===== src/rtl/mem_stage_ctrl_pkg.sv =====
// Shared types and defaults for the MEM-stage memory sequencer.
// State encoding is fixed so waveforms read the same across builds.
package mem_stage_pkg;

    typedef enum logic [1:0] {
        IDLE  = 2'd0,
        REQ   = 2'd1,
        DONE  = 2'd2,
        ABORT = 2'd3
    } state_e;

    localparam int TIMEOUT_DEF = 64;
    localparam int CNT_W_DEF   = 7;

    function automatic logic misaligned(input logic [1:0] lsb);
        return lsb != 2'b00;
    endfunction

endpackage


===== src/rtl/mem_stage_ctrl_if.sv =====
// Data-memory request/acknowledge bus between MEM stage and memory.
// master = MEM-stage controller, slave = memory.
interface mem_stage_ctrl_if #(
    parameter int DATA_W = 32,
    parameter int ADDR_W = 32
);
    logic              mem_req;
    logic              mem_we;
    logic [ADDR_W-1:0] mem_addr;
    logic [DATA_W-1:0] mem_wdata;
    logic              mem_ack;
    logic [DATA_W-1:0] mem_rdata;

    modport master (
        output mem_req, mem_we, mem_addr, mem_wdata,
        input  mem_ack, mem_rdata
    );

    modport slave (
        input  mem_req, mem_we, mem_addr, mem_wdata,
        output mem_ack, mem_rdata
    );
endinterface


===== src/rtl/mem_stage_ctrl_cnt.sv =====
// Cycle counter for an outstanding request; expire marks the final
// cycle the memory is allowed before the request is abandoned.
module mem_timeout_cnt #(
    parameter int CNT_W          = 7,
    parameter int TIMEOUT_CYCLES = 64
) (
    input  logic clk,
    input  logic reset,
    input  logic clr_i,
    input  logic en_i,
    output logic expire_o
);
    logic [CNT_W-1:0] cnt_q, cnt_d;

    always_comb begin
        cnt_d = cnt_q;
        if (clr_i)
            cnt_d = '0;
        else if (en_i)
            cnt_d = cnt_q + 1'b1;
    end

    always_ff @(posedge clk) begin
        if (reset)
            cnt_q <= '0;
        else
            cnt_q <= cnt_d;
    end

    assign expire_o = (cnt_q == CNT_W'(TIMEOUT_CYCLES - 1));
endmodule


===== src/rtl/mem_stage_ctrl.sv =====
// MEM-stage sequencer: one memory transaction per EX/MEM instruction,
// stalling the front of the pipe until ack, timeout or misalign abort.
module mem_stage_ctrl
    import mem_stage_pkg::*;
#(
    parameter int DATA_W         = 32,
    parameter int ADDR_W         = 32,
    parameter int TIMEOUT_CYCLES = TIMEOUT_DEF,
    parameter int CNT_W          = CNT_W_DEF
) (
    input  logic              clk,
    input  logic              reset,
    input  logic              mem_read,
    input  logic              mem_write,
    input  logic [ADDR_W-1:0] alu_addr,
    input  logic [DATA_W-1:0] store_data,
    mem_stage_ctrl_if.master  mem,
    output logic              stall,
    output logic [DATA_W-1:0] load_data,
    output logic              wb_kill,
    output logic              timeout_err,
    output logic              align_err
);
    state_e            state_q, state_d;
    logic              req_q, req_d;
    logic              we_q, we_d;
    logic [ADDR_W-1:0] addr_q, addr_d;
    logic [DATA_W-1:0] wdata_q, wdata_d;
    logic [DATA_W-1:0] ld_q, ld_d;
    logic              terr_q, terr_d;
    logic              aerr_q, aerr_d;
    logic              access;
    logic              expire;

    assign access = mem_read | mem_write;

    mem_timeout_cnt #(
        .CNT_W          (CNT_W),
        .TIMEOUT_CYCLES (TIMEOUT_CYCLES)
    ) u_cnt (
        .clk      (clk),
        .reset    (reset),
        .clr_i    (state_q != REQ),
        .en_i     (state_q == REQ),
        .expire_o (expire)
    );

    always_comb begin
        state_d = state_q;
        req_d   = req_q;
        we_d    = we_q;
        addr_d  = addr_q;
        wdata_d = wdata_q;
        ld_d    = ld_q;
        terr_d  = 1'b0;
        aerr_d  = 1'b0;
        stall   = 1'b0;
        wb_kill = 1'b0;
        unique case (state_q)
            IDLE: begin
                if (access) begin
                    stall = 1'b1;
                    if (misaligned(alu_addr[1:0])) begin
                        state_d = ABORT;
                        aerr_d  = 1'b1;
                    end else begin
                        state_d = REQ;
                        req_d   = 1'b1;
                        we_d    = mem_write;
                        addr_d  = {alu_addr[ADDR_W-1:2], 2'b00};
                        wdata_d = store_data;
                    end
                end
            end
            REQ: begin
                stall = 1'b1;
                // ack on the expiry cycle still completes the access
                if (mem.mem_ack) begin
                    state_d = DONE;
                    req_d   = 1'b0;
                    if (!we_q)
                        ld_d = mem.mem_rdata;
                end else if (expire) begin
                    state_d = ABORT;
                    req_d   = 1'b0;
                    terr_d  = 1'b1;
                end
            end
            DONE: begin
                state_d = IDLE;
            end
            ABORT: begin
                wb_kill = 1'b1;
                state_d = IDLE;
            end
            default: begin
                state_d = IDLE;
            end
        endcase
    end

    always_ff @(posedge clk) begin
        if (reset) begin
            state_q <= IDLE;
            req_q   <= 1'b0;
            we_q    <= 1'b0;
            addr_q  <= '0;
            wdata_q <= '0;
            ld_q    <= '0;
            terr_q  <= 1'b0;
            aerr_q  <= 1'b0;
        end else begin
            state_q <= state_d;
            req_q   <= req_d;
            we_q    <= we_d;
            addr_q  <= addr_d;
            wdata_q <= wdata_d;
            ld_q    <= ld_d;
            terr_q  <= terr_d;
            aerr_q  <= aerr_d;
        end
    end

    assign mem.mem_req   = req_q;
    assign mem.mem_we    = we_q;
    assign mem.mem_addr  = addr_q;
    assign mem.mem_wdata = wdata_q;
    assign load_data     = ld_q;
    assign timeout_err   = terr_q;
    assign align_err     = aerr_q;
endmodule


===== src/flat_wrapper.sv =====
// flat-port wrapper written by rule: the top's interface ports become plain ports
module mem_stage_ctrl_flat import mem_stage_pkg::*;
#(
    parameter int DATA_W         = 32,
    parameter int ADDR_W         = 32,
    parameter int TIMEOUT_CYCLES = TIMEOUT_DEF,
    parameter int CNT_W          = CNT_W_DEF
)
  (clk, reset, mem_read, mem_write, alu_addr, store_data, stall, load_data, wb_kill, timeout_err, align_err, mem_mem_req, mem_mem_we, mem_mem_addr, mem_mem_wdata, mem_mem_ack, mem_mem_rdata);
  mem_stage_ctrl_if #(.DATA_W(DATA_W), .ADDR_W(ADDR_W)) mem_i ();
  input  logic clk;
  input  logic reset;
  input  logic mem_read;
  input  logic mem_write;
  input  logic [ADDR_W-1:0] alu_addr;
  input  logic [DATA_W-1:0] store_data;
  output logic stall;
  output logic [DATA_W-1:0] load_data;
  output logic wb_kill;
  output logic timeout_err;
  output logic align_err;
  output wire logic [$bits(mem_i.mem_req)-1:0] mem_mem_req;
  output wire logic [$bits(mem_i.mem_we)-1:0] mem_mem_we;
  output wire logic [$bits(mem_i.mem_addr)-1:0] mem_mem_addr;
  output wire logic [$bits(mem_i.mem_wdata)-1:0] mem_mem_wdata;
  input wire logic [$bits(mem_i.mem_ack)-1:0] mem_mem_ack;
  input wire logic [$bits(mem_i.mem_rdata)-1:0] mem_mem_rdata;
  assign mem_mem_req = mem_i.mem_req;
  assign mem_mem_we = mem_i.mem_we;
  assign mem_mem_addr = mem_i.mem_addr;
  assign mem_mem_wdata = mem_i.mem_wdata;
  assign mem_i.mem_ack = mem_mem_ack;
  assign mem_i.mem_rdata = mem_mem_rdata;
  mem_stage_ctrl #(.DATA_W(DATA_W), .ADDR_W(ADDR_W), .TIMEOUT_CYCLES(TIMEOUT_CYCLES), .CNT_W(CNT_W)) u_core (.clk(clk), .reset(reset), .mem_read(mem_read), .mem_write(mem_write), .alu_addr(alu_addr), .store_data(store_data), .mem(mem_i), .stall(stall), .load_data(load_data), .wb_kill(wb_kill), .timeout_err(timeout_err), .align_err(align_err));
endmodule

===== config.mk =====
export PLATFORM = sky130hd
export DESIGN_NAME = mem_stage_ctrl_flat
export DESIGN_NICKNAME = d
export VERILOG_FILES = /design/src/rtl/mem_stage_ctrl_pkg.sv /design/src/rtl/mem_stage_ctrl_if.sv /design/src/rtl/mem_stage_ctrl_cnt.sv /design/src/rtl/mem_stage_ctrl.sv /design/src/flat_wrapper.sv
export SDC_FILE = /design/constraint.sdc
export NUM_CORES = 1
export LEC_CHECK = 0
export CAP_MARGIN = 20
export CORE_MARGIN = 10
export CORE_UTILIZATION = 35
export CTS_CLUSTER_DIAMETER = 30
export DETAILED_ROUTE_END_ITERATION = 12
export PLACE_DENSITY = 0.73
export SYNTH_ARGS = -nofsm -noshare
export SYNTH_HDL_FRONTEND = slang
export SYNTH_SLANG_ARGS = --single-unit

===== constraint.sdc =====
create_clock -name clk -period 1.45 [get_ports clk]
set_input_delay 0.29 -clock clk [delete_from_list [all_inputs] [get_ports clk]]
set_output_delay 0.29 -clock clk [all_outputs]
set_load 0.02 [all_outputs]

==> metrics.txt <==
RR Startpoint u_core.state_q[1]; Max Fclk 625.3 MHz; max-cap violations 0; CTS tree yes; Placed Instance Area 0.006033 mm²; vias in the first global route 4026; min Tclk post-route 1.599 ns; area share of the largest cell type after synthesis 0.5542; Fin. Hold Viols 0; Post-Route Skew 0.01398 ns; Slew headroom 0.5900; die span in y 125.1 µm; Pwr per Cell Area 929.7 mW/mm²; area grow syn2layout 83.94%; Placement Setup Slack -0.5491 ns; post-synth cell types 32; cts hold-fix bufs 0; ys flop type dfxtp_1; largest net degree at the start of global routing 44; Hold Path Class primary input to flop; post-route antenna net violation count 0; CP Class primary input to flop; layout cells sized above 1 0.2532; Worst-path clk slew 0.10 ns; Post-Syn Area per Cell 8.223 µm²; number of flops mapped to enable cells by yosys 0; leakage 0.002888 µW; Max stage delay on crit path 0.67 ns; nets 796; die area 0.01565 mm²; Final period util 1.103; crit start category primary input; Initial Util 0.3565; DR WL/cell 18.91 µm; n_diodes 0; first-pass GRT wire length 22310 µm; top cells by area, synth dfxtp_1, nand2_1, a21oi_1; clock sink count 107; Crit. End Element flop; Commonest cells post-synth nand2_1, dfxtp_1, a21oi_1, buf_6, clkbuf_1; final wirelength 15870 µm; peak supply drop 532.9 µV; Post-Route Setup TNS -8.000 ns; initial antenna violation count 0; final instance area 0.007109 mm²; IO Count 203; outcome finished with violations; Slew @ Worst Pin 0.6150 ns; Initial DRT Pass Iterations 4; DRC violations left 0; register area share after synthesis 0.5542; Final setup viols 95; Post-Syn Area 0.003865 mm²; Hold Startpoint reset; crit path cell chain dlygate4sd2_1 -> or2_4 -> or4_4 -> buf_12 -> nand2_1 -> a21oi_2; Placer Congestion 0.8016; drt initial violations 181; Critical Path Slowest Stage Cell or4_4; failing checks setup timing; FF+latch count, synth 107; leading area contributor after synthesis dfxtp_1; Setup crit start alu_addr[0]; clock root buffer master clkbuf_8; I/O Buffers 200; clk buf depth 2; die width 125.1 µm; crit path DAT 1.84 ns; Mapped Cells 470; clk_lat worst skew 0.38 ns; unrepaired setup endpoints after global routing true; CTS H-tree lvls 3; Max Slew Vio Count 0; Core Area 0.01084 mm²; yosys warns 0; Crit Path Max Fanout 7; vias per cell 4.894; FFs w/ async S/R, synth 0; total track usage 0.1742; dpl hpwl 9710 µm; CTS Buf Count 9; Vias 4106; GRT overflow 0; Worst Slack Setup Final -0.1492 ns; CP Data Required Time 1.69 ns; most frequent cell after synthesis nand2_1; Site Rows 38
## layer usage
metal	GRT usage	part of all wire	vias up
li1	-	-	1965
met1	0.1915	0.40	1983
met2	0.3129	0.51	140
met3	0.05703	0.072	18
met4	0.04878	0.015	0
met5	0	0	-
## flip-flops by register name, summed over array words and instances, names as in the netlist
signal and flops:
u_core.u_cnt.cnt_q 7, u_core.mem.mem_addr 30, u_core.load_data 32, u_core.mem.mem_req 1, u_core.state_q 2, u_core.timeout_err 1, u_core.align_err 1, u_core.mem.mem_we 1
u_core.mem.mem_wdata 32
## final timing paths
path                             end  slack, ns  cells past startpoint
max          u_core.mem.mem_addr[22]      -0.15                      6
min                u_core.mem.mem_we       0.12                      2
max reg2reg  u_core.mem.mem_addr[22]      -0.15                      4
min reg2reg     u_core.load_data[31]       0.46                      2
## report_power, final
group	switching (µW)	internal [µW]	total (µW)
logic	676	716	1390
clock network	1040	1020	2060
registers	96.3	3060	3160
total	1810	4800	6610
## cell families (layout without fill, tap and decap cells)
family          count (synthesis)  count (layout)  share of synthesized area
other cells                     1               2                  0.0009703
xor+xnor                        4               4                   0.009066
compound gates                101             101                     0.1347
flops                         107             107                     0.5542
simple gates                  221             222                     0.2308
buf+inv                        35             262                    0.06701
fa+ha+maj                       1               1                   0.003237
## worst max-delay path: cells and delay by family
kind                   cells  cell delay [ns]
buffers and inverters      2             0.44
AO/OA/AOI/OAI              1             0.06
AND/OR/NAND/NOR            3             1.03
## per-stage QoR
| step | power, µW | hold WS (ns) | instances | utilization |
|---|---|---|---|---|
| floorplan | 3700 | 0.3693 | 471 | - |
| global placement | 4301 | 0.4377 | 800 | 0.5566 |
| detailed placement | 4325 | 0.4438 | 800 | 0.5566 |
| CTS | 6461 | 0.1080 | 832 | 0.6128 |
| global route | 6861 | 0.1063 | 839 | 0.6558 |
| finish | 6609 | 0.1208 | 839 | 0.6558 |
## layout make-up
class | count | area (µm²)
clock buffers | 10 | 137.6
multi-input cells | 330 | 1986
flip-flops and latches | 107 | 2147
well taps | 140 | 175.2
inverters | 1 | 3.754
clock inverters | 6 | 88.84
repair buffers | 245 | 2571
fillers | 896 | 3731
## cells in the final DEF (no fill, tap or decap), types with 2 or more instances in the layout
master / n
dfxtp_1: 105
nand2_4: 37
xor2_1: 2
bufinv_16: 2
clkbuf_16: 6
nor3_1: 2
conb_1: 2
buf_6: 7
clkdlybuf4s15_1: 22
buf_12: 7
buf_8: 3
nand3_1: 2
clkbuf_2: 6
a21oi_2: 44
or4_4: 2
clkinvlp_4: 2
dlygate4sd2_1: 74
clkdlybuf4s50_1: 95
nand2_1: 143
clkbuf_8: 10
buf_16: 6
buf_4: 19
nor2_1: 9
xnor2_1: 2
a21oi_1: 52
nand2_2: 15
## repair_timing
action | 4_1_cts | 5_1_grt
gates resized for setup | 168 | 144
buffers inserted | 7 | 2
cloned | 9 | 9
endpoints found under the setup margin | 196 | 109
pin swaps | 26 | 51
Note: power is estimated with default switching activity, not from simulation.
==> variant, RTL diff (config.mk and constraints unchanged) <==
`ld_q` no longer has a reset.
--- a/src/rtl/mem_stage_ctrl.sv
+++ b/src/rtl/mem_stage_ctrl.sv
@@ -108,3 +108,2 @@
             wdata_q <= '0;
-            ld_q    <= '0;
             terr_q  <= 1'b0;
@@ -117,3 +116,2 @@
             wdata_q <= wdata_d;
-            ld_q    <= ld_d;
             terr_q  <= terr_d;
@@ -121,2 +119,6 @@
         end
+    end
+
+    always_ff @(posedge clk) begin
+        ld_q <= ld_d;
     end
Behaviour: differs if reset is asserted again (counterexample within 4 cycles, from zero or initial values and one cycle with reset high); with reset held inactive, the same outputs for 10 cycles.
==> variant against the unedited design <==
- the run still ends with negative setup slack left
- sequential cell count is the same
- count of clock-buffer cells in the layout is 1 lower
- area after synthesis rose by 13%
- non-clock buffer count shrank 12
- final area is 0.55% lower
- worst setup slack gained 0.045 ns
- total power increased by 3.9%
- wire length fell by 15%
- synthesized cell count is 23% lower
- global-route usage is 2.8 points lower
==> variant: results (changes against the unedited design) <==
Outcome
  – Outcome: finished with violations (unchanged)
  – Failing checks: negative setup slack (unchanged)

Clock tree
  – Cell chosen for the clock root: clkbuf_16 (was clkbuf_8)
  – Clk slew on worst S/H paths: 0.07 ns (was 0.10 ns)
  – Insertion delay to the later sink of the worst-skew pair: 0.34 ns (was 0.38 ns)

Placed design
  – Placed Cells: 727 (was 800)
  – Area after DPL: 0.00659 mm² (was 0.00603 mm²)
  – Post-DP HPWL: 9950 µm (was 9710 µm)

Layout
  – Non-Filler Instances: 757 (was 839)
  – Final nets: 686 (was 796)
  – Ratio of cells with drive above 1 in the final layout: 10.2% (was 25.3%)
  – Fillers: 1059 (was 896)

Timing
  – Final setup vio count: 33 (was 95)
  – Final WS setup: -0.104 ns (was -0.149 ns)

Yosys
  – Top post-synthesis cells by count: nand2b_1, dfxtp_1, mux2i_1, edfxtp_1, clkbuf_1 (was nand2_1, dfxtp_1, a21oi_1, buf_6, clkbuf_1)
  – Post-Syn Instances: 364 (was 470)
  – Synth cell types: 31 (was 32)
  – Sequential share of the synthesized area: 56.6% (was 55.4%)
  – Synth area leaders: dfxtp_1, edfxtp_1, nand2b_1 (was dfxtp_1, nand2_1, a21oi_1)

Worst setup path
  – Slowest CP cell: clkdlybuf4s50_1 (was or4_4)
  – Top delay family on crit path: buffers and inverters (was simple AND/OR/NAND/NOR gates)
  – Slowest stage delay, CP: 0.50 ns (was 0.67 ns)
  – Worst EP arrival: 1.81 ns (was 1.84 ns)
  – Crit-path max FO: 6 (was 7)

Global route
  – Largest net degree at the start of global routing: 50 (was 44)
  – Aggregate global-route resource usage: 14.6% (was 17.4%)
  – Vias in the first global route: 3460 (was 4026)
  – First-pass GRT wire length: 20300 µm (was 22300 µm)

Pwr
  – Tot Pwr: 6.86 mW (was 6.61 mW)
  – Int Pwr: 5.21 mW (was 4.80 mW)
  – Leakage Power: 2.88 nW (was 2.89 nW)

Route
  – Routed vias/inst: 4.41 (was 4.89)
  – DR iter-0 viols: 205 (was 181)
variant: path summary, 6_finish.rpt:
kind              slack, ns                                    to  cells after the start                                from
setup / recovery      -0.10  u_core.mem.mem_addr[10]$_SDFFE_PP0P_                      7                            mem_read
hold / removal         0.43        u_core.mem.mem_we$_SDFFE_PP0P_                      4                           mem_write
setup reg to reg      -0.08  u_core.mem.mem_addr[10]$_SDFFE_PP0P_                      6      u_core.state_q[1]$_SDFFE_PP0P_
hold reg to reg        0.46    u_core.u_cnt.cnt_q[0]$_SDFFE_PP0P_                      1  u_core.u_cnt.cnt_q[0]$_SDFFE_PP0P_
variant: cell type report:
type	instances	share of cell area, %
clock buffers	9	3.19
clock inverters	7	0.956
inverters	3	0.195
multi-input cells	230	24.1
flip-flops and latches	107	34.9
well taps	168	2.97
repair buffers	233	33.7
variant: logic make-up (layout without fill, tap and decap cells):
logic type	count (synthesis)	after routing	synth area share [%]
and+or+nand+nor	153	153	21.6
DFF	107	107	56.6
muxes	63	63	14.5
buffers and inverters	28	252	5.18
AOI/OAI and AO/OA	8	8	1.18
xor gates and xnor gates	3	3	0.604
adders and majority gates	1	1	0.288
other	1	2	0.0862
variant: timing repair:
item / CTS / global route
endpoints found under the setup margin: 148 / 86
pin swaps: 2 / 2
gates cloned: 4 / 3
resized for setup: 114 / 11
hold endpoints to repair: 0 / 0
setup buffers: 6 / 4
variant: layer usage:
metal  global-route usage [%]  wire, µm
met5                        0         0
met4                     2.97       102
met3                     6.63      1330
met2                     24.2      6460
met1                     17.0      5630
variant: metrics by stage:
stage          worst slack, ns  util (%)
5_1_grt                 -0.169      58.4
6_report                -0.104      58.4
2_1_floorplan           -0.529         -
3_3_place_gp            -0.391      54.4
3_5_place_dp            -0.409      54.4
4_1_cts                 -0.159      57.7
